===== src/rtl/vmem_fill_pkg.sv =====
// Shared constants, register map and FSM encoding for the vmem rectangle-fill engine.
// Clipping behaviour is selected by VMEM_FILL_CLIP_EN (see vmem_fill.sv).
package vmem_fill_pkg;

  localparam logic [1:0] REG_CTRL  = 2'd0;
  localparam logic [1:0] REG_P0    = 2'd1;
  localparam logic [1:0] REG_P1    = 2'd2;
  localparam logic [1:0] REG_COLOR = 2'd3;

  localparam int LCD_W = 240;
  localparam int LCD_H = 240;

  typedef enum logic [1:0] {
    S_IDLE = 2'd0,
    S_LOAD = 2'd1,
    S_RUN  = 2'd2
  } state_t;

  function automatic logic [7:0] clamp_x(input logic [7:0] v);
    return (v > 8'(LCD_W - 1)) ? 8'(LCD_W - 1) : v;
  endfunction

  function automatic logic [7:0] clamp_y(input logic [7:0] v);
    return (v > 8'(LCD_H - 1)) ? 8'(LCD_H - 1) : v;
  endfunction

endpackage


===== src/rtl/vmem_fill_regs.sv =====
// Bus-visible register file for vmem_fill: corner/colour storage, registered
// readback, and start/abort pulses decoded from CTRL writes.
module vmem_fill_regs (
  input  logic        clk,
  input  logic        rst,
  input  logic        we_i,
  input  logic [3:0]  addr_i,
  input  logic [31:0] wdata_i,
  input  logic        busy,
  input  logic        done,
  output logic [31:0] rdata_o,
  output logic [15:0] p0,
  output logic [15:0] p1,
  output logic [2:0]  color,
  output logic        start,
  output logic        abort
);
  import vmem_fill_pkg::*;

  logic [1:0] sel;
  logic       unused_bits;

  assign sel         = addr_i[3:2];
  assign unused_bits = ^{addr_i[1:0], wdata_i[31:16]};

  // Start is dropped while busy so a running fill cannot be restarted mid-way.
  assign start = we_i && (sel == REG_CTRL) && wdata_i[0] && !busy;
  assign abort = we_i && (sel == REG_CTRL) && wdata_i[1];

  always_ff @(posedge clk or posedge rst) begin
    if (rst) begin
      p0    <= '0;
      p1    <= '0;
      color <= '0;
    end else if (we_i && !busy) begin
      case (sel)
        REG_P0:    p0    <= wdata_i[15:0];
        REG_P1:    p1    <= wdata_i[15:0];
        REG_COLOR: color <= wdata_i[2:0];
        default:   ;
      endcase
    end
  end

  always_ff @(posedge clk or posedge rst) begin
    if (rst) begin
      rdata_o <= '0;
    end else begin
      case (sel)
        REG_CTRL:  rdata_o <= {30'b0, done, busy};
        REG_P0:    rdata_o <= {16'b0, p0};
        REG_P1:    rdata_o <= {16'b0, p1};
        default:   rdata_o <= {29'b0, color};
      endcase
    end
  end

endmodule


===== src/rtl/vmem_fill.sv =====
// Rectangle-fill engine: emits one vmem pixel write per unstalled cycle, row-major.
// Define VMEM_FILL_CLIP_EN to clamp corners to the visible 240x240 area.
module vmem_fill (
  input  logic        clk_i,
  input  logic        rst_i,
  input  logic        we_i,
  input  logic [3:0]  addr_i,
  input  logic [31:0] wdata_i,
  output logic [31:0] rdata_o,
  input  logic        cpu_vmem_we_i,
  output logic        vmem_we_o,
  output logic [15:0] vmem_addr_o,
  output logic [2:0]  vmem_wdata_o,
  output logic        busy_o
);
  import vmem_fill_pkg::*;

  state_t      state_q, state_d;
  logic [15:0] p0, p1;
  logic [2:0]  color;
  logic        start, abort;
  logic        done_q;
  logic [7:0]  x_q, y_q, x0_q, x1_q, y1_q;
  logic [2:0]  color_q;
  logic [7:0]  ld_x0, ld_y0, ld_x1, ld_y1;
  logic        empty, row_end, last_px, step, run_valid;

  vmem_fill_regs u_regs (
    .clk     (clk_i),
    .rst     (rst_i),
    .we_i    (we_i),
    .addr_i  (addr_i),
    .wdata_i (wdata_i),
    .busy    (busy_o),
    .done    (done_q),
    .rdata_o (rdata_o),
    .p0      (p0),
    .p1      (p1),
    .color   (color),
    .start   (start),
    .abort   (abort)
  );

`ifdef VMEM_FILL_CLIP_EN
  assign ld_x0 = clamp_x(p0[7:0]);
  assign ld_y0 = clamp_y(p0[15:8]);
  assign ld_x1 = clamp_x(p1[7:0]);
  assign ld_y1 = clamp_y(p1[15:8]);
`else
  assign ld_x0 = p0[7:0];
  assign ld_y0 = p0[15:8];
  assign ld_x1 = p1[7:0];
  assign ld_y1 = p1[15:8];
`endif

  assign empty   = (ld_x0 > ld_x1) || (ld_y0 > ld_y1);
  assign row_end = (x_q == x1_q);
  assign last_px = row_end && (y_q == y1_q);
  assign step    = (state_q == S_RUN) && !cpu_vmem_we_i;

  always_ff @(posedge clk_i or posedge rst_i) begin
    if (rst_i) state_q <= S_IDLE;
    else       state_q <= state_d;
  end

  always_comb begin
    state_d = state_q;
    case (state_q)
      S_IDLE: if (start) state_d = S_LOAD;
      S_LOAD: state_d = (abort || empty) ? S_IDLE : S_RUN;
      S_RUN: begin
        if (abort)                state_d = S_IDLE;
        else if (step && last_px) state_d = S_IDLE;
      end
      default: state_d = S_IDLE;
    endcase
  end

  // The only combinational output path: a CPU store steals the port this cycle.
  always_comb begin
    busy_o       = (state_q != S_IDLE);
    run_valid    = (state_q == S_RUN);
    vmem_we_o    = run_valid && !cpu_vmem_we_i;
    vmem_addr_o  = {y_q, x_q};
    vmem_wdata_o = color_q;
  end

  // Counters only advance on unstalled RUN cycles, so stalls never drop or repeat a pixel.
  always_ff @(posedge clk_i or posedge rst_i) begin
    if (rst_i) begin
      x_q     <= '0;
      y_q     <= '0;
      x0_q    <= '0;
      x1_q    <= '0;
      y1_q    <= '0;
      color_q <= '0;
    end else if (state_q == S_LOAD) begin
      x_q     <= ld_x0;
      y_q     <= ld_y0;
      x0_q    <= ld_x0;
      x1_q    <= ld_x1;
      y1_q    <= ld_y1;
      color_q <= color;
    end else if (step) begin
      if (row_end) begin
        x_q <= x0_q;
        y_q <= y_q + 8'd1;
      end else begin
        x_q <= x_q + 8'd1;
      end
    end
  end

  always_ff @(posedge clk_i or posedge rst_i) begin
    if (rst_i) begin
      done_q <= 1'b0;
    end else if ((state_q == S_IDLE) && start) begin
      done_q <= 1'b0;
    end else if ((state_q == S_LOAD) && !abort && empty) begin
      done_q <= 1'b1;
    end else if (step && !abort && last_px) begin
      done_q <= 1'b1;
    end
  end

endmodule


===== config.mk =====
export PLATFORM = sky130hd
export DESIGN_NAME = vmem_fill
export DESIGN_NICKNAME = d
export VERILOG_FILES = /design/src/rtl/vmem_fill_pkg.sv /design/src/rtl/vmem_fill_regs.sv /design/src/rtl/vmem_fill.sv
export SDC_FILE = /design/constraint.sdc
export NUM_CORES = 1
export LEC_CHECK = 0
export BUFFER_PORTS_ARGS = -buffer_cell sky130_fd_sc_hd__buf_2
export CORE_MARGIN = 8
export CORE_UTILIZATION = 36
export CTS_CLUSTER_SIZE = 16
export DETAILED_ROUTE_END_ITERATION = 16
export PLACE_DENSITY = 0.55
export SLEW_MARGIN = 10
export SYNTH_ARGS = -nofsm -noshare
export SYNTH_HDL_FRONTEND = slang
export SYNTH_HIERARCHICAL = 1
export SYNTH_SLANG_ARGS = --single-unit

===== constraint.sdc =====
create_clock -name clk_i -period 2.25 [get_ports clk_i]
set_clock_uncertainty 0.15 [all_clocks]
set_input_delay 0.45 -clock clk_i [delete_from_list [all_inputs] [get_ports clk_i]]
set_output_delay 0.45 -clock clk_i [all_outputs]
set_load 0.05 [all_outputs]

# After elaboration in Yosys (flattened, before gate mapping)
# Cells that the tools add are included.
# Widths: inputs -> output; s select.
[totals]
inputBits = 40
register_bits = 97
out_inout_bits = 53
wordCells = 69
[classes]
n_reduce_logical = 29
add_sub_neg = 2
n_mux = 15
order_cmp = 2
n_eq_ne = 9
[ops]
columns = ["cell", "n"]
rows = [
  ["$mux 8", 6],
  ["$pmux 16 s3", 1],
  ["$add 8x1->8 const B", 2],
  ["$eq 8x8->1", 2],
  ["$gt 8x8->1", 2],
  ["$logic_and 1x1->1", 13],
  ["$reduce_and 2->1", 5],
  ["$mux 2", 4],
  ["$eq 2x2->1 const B", 3],
  ["$pmux 2 s3", 1],
  ["$reduce_bool 2->1", 3],
  ["$eq 2x1->1 const B", 2],
  ["$logic_not 2->1", 2],
  ["$logic_not 1->1", 3],
  ["$mux 1", 3],
  ["$ne 3x2->1 const B", 1],
  ["$reduce_bool 3->1", 1],
  ["$logic_or 1x1->1", 2],
  ["$ne 2x2->1 const B", 1],
]

# Logic depth before layout (Yosys ltp)
[depth]
ltp_word = 9
depth_mapped = 8
depth_no_buf = 8

# By module
# The synthesis kept the hierarchy.
[modules_own_cells]
columns = ["mod", "seq_area_each_um2", "n_inst", "area_per_inst_um2", "cells_per_inst"]
rows = [
  ["vmem_fill", 1151.1, 1, 2707.6, 309],
  ["vmem_fill_regs", 1276.2, 1, 2220.9, 137],
]

# Worst setup path after synthesis
# OpenSTA, ideal clock, no wires.
[synth_path]
kind = "reg-to-reg"
start = "reg x_q[4]"
end = "reg x_q[2]"
path_slack_ns = -0.081
synth_period_minus_slack_ns = 2.331
path_stages_with_launch = 9
path_buffers = 2
t_arrival_ns = 2.063
path_cell_list = "dfrtp_1 > clkbuf_1 > xor2_1 > nor4_2 > nand2_2 > buf_6 > mux2_4 > o21ai_1 > nand2_1"
[synth_via]
elab_chain_len = 4
[synth_lines]
columns = ["element", "line", "source"]
rows = [
  ["from (decl)", "vmem_fill.sv:23", "logic [7:0] x_q, y_q, x0_q, x1_q, y1_q;"],
  ["from (signal assigned)", "vmem_fill.sv:98", "x_q <= ld_x0;"],
  ["from (signal assigned)", "vmem_fill.sv:106", "x_q <= x0_q;"],
  ["from (signal assigned)", "vmem_fill.sv:109", "x_q <= x_q + 8'd1;"],
  ["$eq 8x8->1", "vmem_fill.sv:57", "assign row_end = (x_q == x1_q);"],
  ["$mux 8", "vmem_fill.sv:105", "if (row_end) begin"],
  ["$mux 8", "vmem_fill.sv:104", "end else if (step) begin"],
  ["$mux 8", "vmem_fill.sv:97", "end else if (state_q == S_LOAD) begin"],
]
# Every way passes these cells. The select of a mux whose other input is x is not followed.
# A chain may end at the register's enable or synchronous reset.

# Worst setup path after layout
[layout_path]
start = "reg x_q[1]"
end = "reg x_q[6]"
[layout_via]
elab_chain_len = 4
elab_cells_between_ends = 5
[layout_lines]
columns = ["element", "line"]
rows = [
  ["$add 8x1->8 / $eq 8x8->1 (equally long branches)", "vmem_fill.sv:109, vmem_fill.sv:57"],
  ["$mux 8 (*)", "vmem_fill.sv:105"],
  ["$mux 8 (*)", "vmem_fill.sv:104"],
  ["$mux 8 (*)", "vmem_fill.sv:97"],
]
# Mark *: on every way between the ends. The rest lies on a longest branch, timed or not. The select of a mux whose other input is x is not followed.

==> flow_metrics.py <==
metrics = {
    "sta": {
        "fmax_mhz": 472,
        "rsz0062_at_grt": "false",
        "finalHoldViolations": 0,
        "tns_ps": 0,
        "setup_violations": 0,
        "slew_violations": 0,
        "fin_crit_sh": 0.941,
        "fin_hold_ws_ps": 194,
        "fin_crit_ps": 2120,
    },
    "synth": {
        "synth-compound-area-share": 0.0929,
        "synth_top_family_by_area": "multiplexers",
        "synth_fa_ha_area_frac": 0.0457,
        "synth-simple-area-share": 0.126,
        "synth_mux_area_frac": 0.126,
        "synth.top_cell.area_share": 0.493,
        "synth_flop_cell": "dfrtp_1",
        "synth-seq-cells": 97,
        "synth_seq_area_share": 0.493,
        "synth_xor_area_frac": 0.0391,
        "syn_area_um2": 4930,
        "netlist_instances": 446,
        "syn_avg_cell_area_um2": 11.1,
        "synth_area_leader_cell": "dfrtp_1",
        "async_flop_share": 1.00,
        "synth-edff-count": 0,
        "yosys-top-cells-area": "dfrtp_1, mux2_4, nand2_1, ha_1, mux2_2",
        "ys_types": 50,
        "yosys_warnings": 6,
    },
    "global_route": {
        "grt_pass1_vias": 3677,
        "antenna_found_initial": 0,
        "grt_start_max_net_pins": 47,
        "grt.total_usage": 0.139,
        "grt_pass1_wl_um": 19600,
        "grt.overflow.total": 0,
    },
    "clock_network": {
        "clkTransAtPathRegs_ps": 70,
        "clock_latency_ps": 350,
        "clkSinkCount": 97,
        "htreeDepth": 3,
        "cts_root_buf": "clkbuf_16",
        "cts_inserted_buffers": 9,
        "clockBufferDepth": 2,
        "cts_tree": "yes",
    },
    "layout": {
        "fill_cells": 1311,
        "final_cells": 700,
        "diodes": 0,
        "final_cell_mix": "dfrtp_1, nand2_1, buf_2",
        "syn_to_final_growth_pct": 17.3,
        "final_common_cell": "dfrtp_1",
        "fin_nets": 577,
        "drive_gt1_frac": 0.296,
    },
    "pwr": {
        "power_mw": 8.12,
        "power_switching_share": 0.415,
        "pwr-share-clk": 0.205,
        "seqPwrFrac": 0.379,
        "power_frac_comb": 0.416,
        "peakVddDrop_mv": 0.739,
        "leakage_nw": 2.80,
        "p_per_area_nw_per_um2": 1400,
        "p_switching_mw": 3.37,
        "internal_power_mw": 4.75,
    },
    "drt": {
        "met1Wirelength_um": 5380,
        "viasPerCell": 4.87,
        "drtPass1Iterations": 4,
        "drc": 0,
        "routed_wl_um": 11800,
        "drt_iter0_drc": 177,
        "wl_per_cell_um": 16.9,
        "antenna_left": 0,
        "via_count": 3411,
        "routed-wl-met2_um": 5850,
        "route.met3.wl_um": 478,
        "highest_layer": "met4",
    },
    "floorplan": {
        "die_h_um": 133,
        "ios": 93,
        "die_area_um2": 17700,
        "num_rows": 42,
        "die_w_um": 133,
        "start_util": 0.371,
        "coreArea_um2": 13300,
    },
    "worst_setup_path": {
        "crit_required_ps": 2370,
        "cp-start-kind": "flop",
        "arrival_ps": 2240,
        "critical_path.max_fanout": 10,
        "cpMostUsedCell": "buf_4",
        "critPathKind": "reg2reg",
        "end_kind": "flop",
        "slowest_stage": "dfrtp_2",
        "critical-path-max-stage-delay_ps": 430,
        "crit_chain": "xor2_1 -> nor4_2 -> buf_4 -> nand2_2 -> buf_4 -> mux2i_1 -> a221o_1 -> o21ai_1",
    },
    "placement": {
        "place_congestion": 0.767,
        "place_inst": 681,
        "dp_hpwl_um": 8440,
        "io_buffers": 58,
    },
    "run": {
        "drv_cap": 0,
    },
    "outcome": {
        "outcome": "finished clean",
    },
    "worst_hold_path": {
        "worstHoldPathType": "in2reg",
    },
}
cells in the mapped netlist, drive strengths merged, types with 2 or more instances:
library cell and count:
a21oi 15, a22o 14, and3 4, and4bb 2
buf 28, clkbuf 8, dfrtp 97, ha 18
inv 22, mux2 41, mux2i 3, mux4 2
nand2 74, nand3 9, nand4 8, nor2 14
nor2b 4, nor3 5, nor4 2, o211ai 4
o21ai 32, xnor2 13, xor2 9
flip-flops by register name, summed over array words and instances, names as in the netlist:
register / cells
u_regs/rdata_o: 16
x0_q: 8
x_q: 8
done_q: 1
vmem_wdata_o: 3
y_q: 8
u_regs/p0: 16
u_regs/color: 3
y1_q: 8
x1_q: 8
state_q: 2
u_regs/p1: 16
power by group through the flow:
stage / Clock (mW) / Combinational [mW] / Sequential, mW
after floorplan: 0 / 1.80 / 3.75
after global placement: 0 / 3.30 / 3.08
after detailed placement: 0 / 3.35 / 3.11
after CTS: 1.69 / 3.37 / 3.08
after global routing: 1.76 / 3.72 / 3.19
final: 1.66 / 3.38 / 3.07
metrics by stage:
| stage | util | instance area, um^2 | setup WS (ps) |
|---|---|---|---|
| 2_1_floorplan | - | 4990 | 2.07 |
| 3_3_place_gp | 0.408 | 5430 | 147 |
| 3_5_place_dp | 0.408 | 5430 | 111 |
| 4_1_cts | 0.433 | 5760 | 58.7 |
| 5_1_grt | 0.435 | 5780 | 6.73 |
| 6_report | 0.435 | 5780 | 132 |
cell type report:
class / count / area, um^2 / share of cell area
multi-input combinational: 305 / 2190 / 0.379
tap: 176 / 220 / 0.0381
timing repair buffer: 83 / 531 / 0.0918
inverter: 23 / 86.3 / 0.0149
clock inverter: 7 / 93.8 / 0.0162
clock buffer: 9 / 225 / 0.0390
sequential: 97 / 2430 / 0.421
final timing paths:
kind | slack, ps | to | cells past startpoint | startpoint
hold reg to reg | 320 | x0_q[1]$_DFFE_PP0P_ | 2 | x0_q[1]$_DFFE_PP0P_
max in group asynchronous | 1020 | x_q[0]$_DFFE_PP0P_ | 4 | rst_i
hold / removal | 190 | u_regs/p1[11]$_DFFE_PP0P_ | 2 | wdata_i[11]
min in group asynchronous | 420 | x_q[2]$_DFFE_PP0P_ | 3 | rst_i
setup reg to reg | 130 | x_q[6]$_DFFE_PP0P_ | 8 | x_q[1]$_DFFE_PP0P_
setup / recovery | 130 | x_q[6]$_DFFE_PP0P_ | 8 | x_q[1]$_DFFE_PP0P_
worst max-delay path, delay by kind of cell, from the launching register on:
kind	cells	cell delay [ps]
compound gates	2	490
xor+xnor	1	170
buf+inv	2	350
flops	1	430
mux	1	130
simple gates	2	310
per-layer routing:
layer	vias to the layer above	track usage
met5	-	0
met2	54	0.233
li1	1656	-
met4	0	0.0435
met3	8	0.0314
met1	1693	0.175
logic make-up (layout without fill, tap and decap cells):
kind of cell / after synthesis / after routing
flops: 97 / 97
compound gates: 74 / 74
simple gates: 129 / 129
buf+inv: 59 / 122
xor+xnor: 22 / 22
fa+ha+maj: 18 / 18
mux: 46 / 46
other cells: 1 / 16
repair_timing:
item	4_1_cts	5_1_grt
setup endpoints to repair	0	9
hold buffers	1	0
gates resized for setup	0	1
setup buffers	0	2
endpoints found under the hold margin	8	0
No activity file was read; power rests on OpenSTA's default activity.
